[src/rtl/thresh_pkg.sv]
// Shared definitions for the streaming thresholding engine: FSM encoding,
// mode constants and pipeline latency. Soft mode is built only with THRESH_SOFT_EN.
package thresh_pkg;

  typedef enum logic [1:0] {
    ST_IDLE  = 2'd0,
    ST_RUN   = 2'd1,
    ST_FLUSH = 2'd2
  } state_e;

  localparam logic MODE_HARD = 1'b0;
  localparam logic MODE_SOFT = 1'b1;

  localparam int THRESH_LAT = 2;

endpackage

[src/rtl/thresh_core.sv]
// Two-stage thresholding datapath: magnitude/compare, then output select.
// The soft-threshold subtractor and sign restore exist only under THRESH_SOFT_EN.
module thresh_core
  import thresh_pkg::*;
#(
  parameter int W   = 12,
  parameter int IDW = 12
) (
  input  logic                clk,
  input  logic                reset,
  input  logic signed [W-1:0] sample,
  input  logic [W-2:0]        thr,
  input  logic                mode,
  input  logic                valid,
  input  logic [IDW-1:0]      idx,
  output logic signed [W-1:0] y,
  output logic                done,
  output logic [IDW-1:0]      id,
  output logic                nz
);

  logic [W-1:0]   raw, mag, thr_ext;
  logic           valid1_d, valid1_q, pass1_d, pass1_q;
  logic [W-1:0]   sig1_d, sig1_q;
  logic [IDW-1:0] id1_d, id1_q;
  logic [W-1:0]   y_d, y_q;
  logic           done_d, done_q, nz_d, nz_q;
  logic [IDW-1:0] id_d, id_q;
`ifdef THRESH_SOFT_EN
  logic [W-1:0]   diff1_d, diff1_q;
  logic           neg1_d, neg1_q, soft1_d, soft1_q;
`else
  logic           unused_mode;
  assign unused_mode = mode;
`endif

  // Magnitude is unsigned W bits so the most negative sample maps to 2^(W-1).
  always_comb begin
    raw      = sample;
    mag      = raw[W-1] ? ('0 - raw) : raw;
    thr_ext  = {1'b0, thr};
    valid1_d = valid;
    pass1_d  = (mag > thr_ext);
    sig1_d   = raw;
    id1_d    = idx;
`ifdef THRESH_SOFT_EN
    diff1_d  = mag - thr_ext;
    neg1_d   = raw[W-1];
    soft1_d  = (mode == MODE_SOFT);
`endif
  end

  always_comb begin
    y_d    = y_q;
    id_d   = id_q;
    done_d = valid1_q;
    nz_d   = 1'b0;
    if (valid1_q) begin
      id_d = id1_q;
      if (!pass1_q) y_d = '0;
`ifdef THRESH_SOFT_EN
      else if (soft1_q) y_d = neg1_q ? ('0 - diff1_q) : diff1_q;
`endif
      else y_d = sig1_q;
      nz_d = (y_d != '0);
    end
  end

  always_ff @(posedge clk or negedge reset) begin
    if (!reset) begin
      valid1_q <= 1'b0;
      pass1_q  <= 1'b0;
      sig1_q   <= '0;
      id1_q    <= '0;
      y_q      <= '0;
      done_q   <= 1'b0;
      id_q     <= '0;
      nz_q     <= 1'b0;
`ifdef THRESH_SOFT_EN
      diff1_q  <= '0;
      neg1_q   <= 1'b0;
      soft1_q  <= 1'b0;
`endif
    end else begin
      valid1_q <= valid1_d;
      pass1_q  <= pass1_d;
      sig1_q   <= sig1_d;
      id1_q    <= id1_d;
      y_q      <= y_d;
      done_q   <= done_d;
      id_q     <= id_d;
      nz_q     <= nz_d;
`ifdef THRESH_SOFT_EN
      diff1_q  <= diff1_d;
      neg1_q   <= neg1_d;
      soft1_q  <= soft1_d;
`endif
    end
  end

  assign y    = $signed(y_q);
  assign done = done_q;
  assign id   = id_q;
  assign nz   = nz_q;

endmodule

[src/rtl/thresh_stream.sv]
// Frame-level control for the thresholding engine: FSM, sample counter, input
// capture and per-frame non-zero count. Soft mode requires THRESH_SOFT_EN.
module thresh_stream
  import thresh_pkg::*;
#(
  parameter int W   = 12,
  parameter int N   = 2048,
  parameter int IDW = 12,
  parameter int CW  = 12
) (
  input  logic                clk,
  input  logic                reset,
  input  logic                enable,
  input  logic [W-2:0]        thr,
  input  logic                mode,
  input  logic                in_valid,
  input  logic signed [W-1:0] sig,
  output logic signed [W-1:0] y,
  output logic                done,
  output logic [IDW-1:0]      id,
  output logic                busy,
  output logic                frame_done,
  output logic [CW-1:0]       nz_cnt
);

  localparam logic [IDW-1:0] LAST_IDX = IDW'(N - 1);

  state_e                state_d, state_q;
  logic [IDW-1:0]        cnt_d, cnt_q, idx_d, idx_q;
  logic [W-2:0]          thr_d, thr_q;
  logic                  mode_d, mode_q, acc_d, acc_q, accept;
  logic [W-1:0]          samp_d, samp_q;
  logic [THRESH_LAT-1:0] last_d, last_q;
  logic                  frame_done_d, frame_done_q, busy_d, busy_q;
  logic [CW-1:0]         run_cnt_d, run_cnt_q, nz_cnt_d, nz_cnt_q;
  logic signed [W-1:0]   core_y;
  logic                  core_done, core_nz;
  logic [IDW-1:0]        core_id;

  // A start in the frame_done cycle overrides the busy clear, giving back-to-back frames.
  always_comb begin
    state_d   = state_q;
    cnt_d     = cnt_q;
    thr_d     = thr_q;
    mode_d    = mode_q;
    accept    = 1'b0;
    run_cnt_d = run_cnt_q + CW'(core_nz);
    nz_cnt_d  = frame_done_q ? (run_cnt_q + CW'(core_nz)) : nz_cnt_q;
    busy_d    = frame_done_q ? 1'b0 : busy_q;
    unique case (state_q)
      ST_IDLE: if (enable) begin
        state_d   = ST_RUN;
        thr_d     = thr;
        mode_d    = mode;
        cnt_d     = '0;
        run_cnt_d = '0;
        busy_d    = 1'b1;
      end
      ST_RUN: if (in_valid) begin
        accept = 1'b1;
        cnt_d  = cnt_q + IDW'(1);
        if (cnt_q == LAST_IDX) state_d = ST_FLUSH;
      end
      ST_FLUSH: if (last_q[THRESH_LAT-1]) state_d = ST_IDLE;
      default: state_d = ST_IDLE;
    endcase
    samp_d       = accept ? sig : samp_q;
    acc_d        = accept;
    idx_d        = accept ? cnt_q : idx_q;
    last_d       = {last_q[THRESH_LAT-2:0], accept && (cnt_q == LAST_IDX)};
    frame_done_d = last_q[THRESH_LAT-1];
  end

  always_ff @(posedge clk or negedge reset) begin
    if (!reset) begin
      state_q      <= ST_IDLE;
      cnt_q        <= '0;
      thr_q        <= '0;
      mode_q       <= MODE_HARD;
      samp_q       <= '0;
      acc_q        <= 1'b0;
      idx_q        <= '0;
      last_q       <= '0;
      frame_done_q <= 1'b0;
      busy_q       <= 1'b0;
      run_cnt_q    <= '0;
      nz_cnt_q     <= '0;
    end else begin
      state_q      <= state_d;
      cnt_q        <= cnt_d;
      thr_q        <= thr_d;
      mode_q       <= mode_d;
      samp_q       <= samp_d;
      acc_q        <= acc_d;
      idx_q        <= idx_d;
      last_q       <= last_d;
      frame_done_q <= frame_done_d;
      busy_q       <= busy_d;
      run_cnt_q    <= run_cnt_d;
      nz_cnt_q     <= nz_cnt_d;
    end
  end

  thresh_core #(.W(W), .IDW(IDW)) u_core (
    .clk    (clk),
    .reset  (reset),
    .sample (samp_q),
    .thr    (thr_q),
    .mode   (mode_q),
    .valid  (acc_q),
    .idx    (idx_q),
    .y      (core_y),
    .done   (core_done),
    .id     (core_id),
    .nz     (core_nz)
  );

  assign y          = core_y;
  assign done       = core_done;
  assign id         = core_id;
  assign busy       = busy_q;
  assign frame_done = frame_done_q;
  assign nz_cnt     = nz_cnt_q;

endmodule

[config.mk]
export PLATFORM = sky130hd
export DESIGN_NAME = thresh_stream
export DESIGN_NICKNAME = d
export VERILOG_FILES = /design/src/rtl/thresh_pkg.sv /design/src/rtl/thresh_core.sv /design/src/rtl/thresh_stream.sv
export SDC_FILE = /design/constraint.sdc
export NUM_CORES = 1
export LEC_CHECK = 0
export CAP_MARGIN = 30
export CORE_UTILIZATION = 52
export CTS_BUF_LIST = sky130_fd_sc_hd__clkbuf_8
export DETAILED_ROUTE_END_ITERATION = 10
export PLACE_DENSITY = 0.79
export SYNTH_ARGS = -nofsm -noshare
export SYNTH_HDL_FRONTEND = slang
export SYNTH_SLANG_ARGS = --single-unit
[constraint.sdc]
create_clock -name clk -period 2.25 [get_ports clk]
set_clock_uncertainty 0.2 [all_clocks]
set_input_delay 0.3375 -clock clk [delete_from_list [all_inputs] [get_ports clk]]
set_output_delay 0.3375 -clock clk [all_outputs]
set_load 0.02 [all_outputs]
=== After elaboration in Yosys (flattened, before gate mapping) ===
Index checks and enable logic that the tools add are counted.

* Flip-flop bits (word level): 130
* Input port bits: 28
* Output and inout bits: 39
* Logic and storage cells: 56

* Add/sub/neg operators: 3
* $lt $le $gt $ge: 1
* Equality and inequality tests: 7
* Multiplexer cells: 19
* Reductions and logical operators: 7

{| class="wikitable"
|+ Operators by type and width
! kind !! count
|-
| $mux W12 || 7
|-
| $pmux W12 S2 || 1
|-
| $add A12 B1 Y12 || 1
|-
| $add A12 B1 Y12 const B || 1
|-
| $eq A12 B11 Y1 const B || 1
|-
| $gt A12 B11 Y1 || 1
|-
| $reduce_bool A12 Y1 || 1
|-
| $sub A1 B12 Y12 const A || 1
|-
| $mux W2 || 4
|-
| $ne A2 B2 Y1 const B || 4
|-
| $mux W1 || 6
|-
| $pmux W2 S3 || 1
|-
| $reduce_and A4 Y1 || 1
|-
| $reduce_and A3 Y1 || 1
|-
| $eq A2 B1 Y1 const B || 1
|-
| $eq A2 B2 Y1 const B || 1
|-
| $logic_not A2 Y1 || 1
|-
| $reduce_and A2 Y1 || 1
|-
| $reduce_bool A2 Y1 || 1
|-
| $logic_and A1 B1 Y1 || 1
|}

=== Depth between registers and ports, before layout ===
* Depth after elaboration: 4
* Gate-level depth with buffers: 11
* Mapped depth without buffers: 11

=== Cells and area by module ===
From an unflattened synthesis, not the netlist that was laid out.

* Cells, all modules: 510
* Area, all modules: 5402.7 µm²

{| class="wikitable"
|+ By module, submodules not included
! module !! times used !! cells each !! area each (µm²) !! seq. area each (µm²)
|-
| thresh_stream || 1 || 327 || 3238.1 || 1976.9
|-
| thresh_core || 1 || 183 || 2164.6 || 1301.2
|}

=== Worst setup path after synthesis ===
No wires, ideal clock.

* Path type: reg-to-reg
* From: register samp_q[2]
* To: register u_core.pass1_q
* Library setup time: 0.129 ns
* Data arrival time: 2.143 ns
* Data required time: 1.921 ns
* Setup slack: -0.222 ns
* Cell stages (with the launch flop): 10
* Path buffers: 0
* Clock period less this slack: 2.472 ns
* Cell sequence: dfrtp_1 > or3_1 > nand2b_1 > o31ai_2 > xnor2_1 > ha_1 > nand3_1 > o221ai_1 > a211oi_1 > o22ai_1

* Word-level cells in the longest chain between the ends: 3

{| class="wikitable"
|+ RTL lines
! item !! RTL line !! RTL
|-
| from (decl) || thresh_stream.sv:32 || <nowiki>logic [W-1:0] samp_d, samp_q;</nowiki>
|-
| from (signal assigned) || thresh_stream.sv:93 || <nowiki>samp_q <= samp_d;</nowiki>
|-
| $sub A1 B12 Y12 || thresh_core.sv:40 || <nowiki>mag = raw[W-1] ? ('0 - raw) : raw;</nowiki>
|-
| $mux W12 * || thresh_core.sv:40 ||
|-
| $gt A12 B11 Y1 * || thresh_core.sv:43 || <nowiki>pass1_d = (mag > thr_ext);</nowiki>
|-
| named net u_core.pass1_d || thresh_core.sv:23 || <nowiki>logic valid1_d, valid1_q, pass1_d, pass1_q;</nowiki>
|-
| to (signal assigned) || thresh_core.sv:86 || <nowiki>pass1_q <= pass1_d;</nowiki>
|-
| to (decl) || thresh_core.sv:23 ||
|}

Mark *: on every way through the listed nets, which the timed path passes. The rest lies on a longest branch.
A chain may end at the register's enable or synchronous reset.

=== Worst setup path in the final report ===
* From: register samp_q[0]
* To: register u_core.pass1_q

Same word-level chain as after synthesis.

==> run summary <==
Setup repair after global routing could not meet its margin everywhere. The min-delay analysis places its worst path in the category flip-flop to flip-flop. The number of enable-type register cells in the synthesized netlist came out at 0. The clock latency reported for the late side of the worst-skew pair is 0.43 ns.

The total inserted antenna cells came out at 0. The number of global-route vias before repair came out at 3,489. The filler cells instantiated in the layout total 740.

The max-cap check violation count is 0. Dividing the detail-routed via count by the number of cells gives approximately 5.1. The tree is rooted in a clkbuf_8.

The floorplan has 36 rows. The endpoint identified for the worst register-to-register timing path is u_core.pass1_q. The overall track demand over capacity in global routing is 0.210.

The area growth from synthesis to layout is 25.6%. The worst hold path begins at acc_q. The headroom to the max-slew limit came out at 0.661. The number of levels in the clock H-tree came out at 4.

By area the synthesized netlist is led by dfrtp_1 (61%), nand2_1 (7.0%), ha_1 (3.5%). Synthesis handed over a netlist of 495 instances. The count of endpoints failing hold in the final timing report is 0. The maximum VDD drop came out at 0.472 mV.

The routed wire length per instance came out at between 10 and 15 um. The wire length of the first global-routing pass is ~17 mm. The count of different cell masters after synthesis came out at 44. Once layout is complete, the cells apart from fillers number 730.

Once detail routing completed, the nets flagged for antenna violations numbered 0. Counting cells, the worst reg-to-reg path comes to 8. The overall power after layout is a little over 7 mW. Once detailed placement completed, the half-perimeter wirelength came to 7.16 mm.

The post-synthesis net count is between 500 and 600. The total routed wirelength came out at 9.96 mm. The buffer count from post-CTS setup fixing came out at 0.

The die boundary width is 103 um. The maximum clock frequency came out at slightly above 400 MHz. Power spread over the standard cell area amounts to 1090 nW/um^2.

The worst setup path is captured at a flip-flop. The post-route minimum period came out at roughly 2.4 ns. The placed cell count came out at 700. Of the total synthesized cell area, the portion taken by XOR and XNOR cells is 0.0380.

The die is between 100 and 150 um tall. The final worst-path setup slack is -0.181 ns. The area of the core is 9820 sq um.

The mapped netlist covers between 5000 and 6000 sq um. The largest fanout on the critical path is 4. dfrtp_1 takes more of the synthesized area than any other cell. The depth of the worst hold-timing path came out at 0. The total overflow left after global routing is 0. The synthesized-area fraction occupied by ao, oa, aoi and oai cells came out at 0.0661. The effective utilization at floorplan is 0.540. Each instance of the synthesized netlist takes up on average 10.7 sq um. The number of antenna violations at the first check in global routing came out at 0. The share of synthesized area in the top cell type comes to 0.614.

Entering global routing, the biggest net connects 50 pins. The clock passes through at most 2 buffers. The sequential area share after synthesis came out at 0.614.

The clock tree from TritonCTS is done. The leakage power total came out at 3.15 nW. The synthesis warning total came out at 0. The most used flip-flop cell after synthesis is dfrtp_1. The post-synthesis async set-or-reset flop share came out at 1.00. The mux share of post-synthesis cell area is 0.0397. For this design the top-level I/O count stands at 67. By startpoint and endpoint, the worst setup path is classified as flip-flop to flip-flop.

The starting DRC count in detailed routing came out at 223. The data arrival time of the worst path came out at between 2 and 3 ns. The end of the worst hold path is u_core.done_d.

The net count of the finished layout came out at between 600 and 700. The worst setup path is launched from a flip-flop. The final reports fail on negative setup slack. The final-report max-slew violation count was 0.

The overall via count from detail_route came out at approximately 3,800. For flop-to-flop paths, the worst setup slack is -0.18 ns. Clock tree synthesis found a total of 130 sinks. The worst register-to-register path begins at samp_q[0]. The ratio of final minimum period to clock period came out at 1.08. The count of endpoints failing setup in the final report is 1. The length of the first detailed-routing pass in iterations is 4. The number of design rule violations left after detail routing is 0. The final weighted congestion of routability-driven global placement came out at between 0.8 and 0.9.

Synthesis inferred 130 register bits. The number of buffers inserted by port buffering is 65. The required time reported for the critical path endpoint is 2.36 ns. The main combinational cell family by area after synthesis is simple AND/OR/NAND/NOR gates. The adder and majority gate portion of the synthesized area came out at 0.0354. Of the cells placed in the final design, the portion with a size suffix greater than 1 is 0.141. The run finished, with violations left.

The number of buffers added by the clock tree synthesis step is 17. The clock slew at the register clock pins of the worst setup and hold paths is 0.07 ns. Of the total synthesized cell area, the portion taken by AND, OR, NAND and NOR gates is 0.170. For the pin with the worst max-slew slack, the measured transition is 0.506 ns.

The die covers 10,600 sq um.
==> how the worst max path moves through the flow <==
stage / from / end / depth (start not counted)
finish: samp_q[0] / u_core.pass1_q / 8
global route: samp_q[0] / u_core.pass1_q / 9
CTS: samp_q[0] / u_core.pass1_q / 9
detailed placement: samp_q[0] / u_core.pass1_q / 10
global placement: samp_q[0] / u_core.pass1_q / 9
floorplan: samp_q[0] / u_core.pass1_q / 9
==> what timing repair did <==
action / in CTS / in global routing
gates resized for setup: 3 / 6
hold endpoints to repair: 34 / 0
endpoints found under the setup margin: 1 / 1
pin swaps: 1 / 0
hold buffers: 1 / 0
==> synthesized netlist by cell type, types with 2 or more instances <==
master    instances
a21oi_1          17
o21ai_0          31
nand4_1           4
dfrtp_1         130
xnor2_1          21
inv_1            31
nand3b_1          2
xor2_1            2
mux2_2           14
buf_2             5
nor2b_1           2
nor3_1            8
nand2b_1          4
nand3_1          22
nor4_1           10
o22ai_1           3
nor2_1           34
ha_1             15
nand2_1          99
a21o_1            3
o31ai_1           2
and2_1            2
clkbuf_1         11
mux2i_1           3
==> layout by cell type, fill, tap and decap left out, drive strengths merged, types with 2 or more instances in the layout <==
master           n
xnor2           21
mux2i            4
nand3b           2
and2             2
o31ai            3
clkinv           7
a21oi           17
buf             26
o22ai            3
xor2             2
o21ai           31
nand2           99
nand2b           4
clkbuf          19
nor2b            2
mux2            14
clkdlybuf4s50   64
a21o             3
nand3           22
inv             34
nand4            5
nor3             8
ha              15
nor4            11
dfrtp          130
nor2            34
==> flip-flops by register name, summed over array words and instances, names as in the netlist, 2 cells and up <==
name           flops
idx_q             12
cnt_q             12
last_q             2
u_core.id         12
run_cnt_q         12
u_core.sig1_q     12
u_core.id1_q      12
thr_q             11
samp_q            12
u_core.y          12
nz_cnt            12
state_q            2
==> worst max-delay path, stage by stage (launching register included) <==
cell      delay [ns]
dfrtp_1         0.40
or3_4           0.41
nand2b_4        0.16
o31ai_4         0.18
xnor2_1         0.11
ha_1            0.33
nand3_2         0.11
nor4_1          0.30
o22ai_1         0.13
==> metal layers <==
metal | wire, um | up-vias | GRT usage
met5 | 0 | - | 0
met4 | 87 | 0 | 0.0737
met3 | 524 | 6 | 0.0597
met2 | 4810 | 100 | 0.327
met1 | 4540 | 1805 | 0.285
li1 | - | 1843 | -
==> report_power, final <==
group | switching [mW] | total, mW | internal [mW] | leakage [nW]
Sequential | 0.424 | 3.35 | 2.92 | 1.69
Clock | 0.799 | 1.57 | 0.774 | 0.176
Combinational | 1.24 | 2.32 | 1.08 | 1.28
==> metrics by stage <==
step,hold slack [ns],instance area [sq um],utilization,TNS [ns],setup WS (ns)
6_report,0.152,6660,0.678,-0.181,-0.181
5_1_grt,0.160,6660,0.678,-0.276,-0.276
4_1_cts,0.153,6630,0.675,-0.173,-0.173
3_5_place_dp,0.123,6300,0.641,-0.186,-0.186
3_3_place_gp,0.115,6300,0.641,-0.149,-0.149
2_1_floorplan,-0.158,5340,-,-0.0691,-0.0691
==> layout make-up <==
type | count | area, sq um | area share
Tap cell | 133 | 166 | 0.0250
Clock buffer | 19 | 262 | 0.0393
Sequential cell | 130 | 3250 | 0.489
Inverter | 32 | 120 | 0.0180
Timing Repair Buffer | 91 | 871 | 0.131
Clock inverter | 10 | 48.8 | 0.00733
Multi-Input combinational cell | 315 | 1930 | 0.291
==> cell families after synthesis <==
family,after synthesis
compound gates,62
xor+xnor,23
fa+ha+maj,15
buf+inv,50
flops,130
mux,18
simple gates,197
Power figures use the tool's default switching activity.
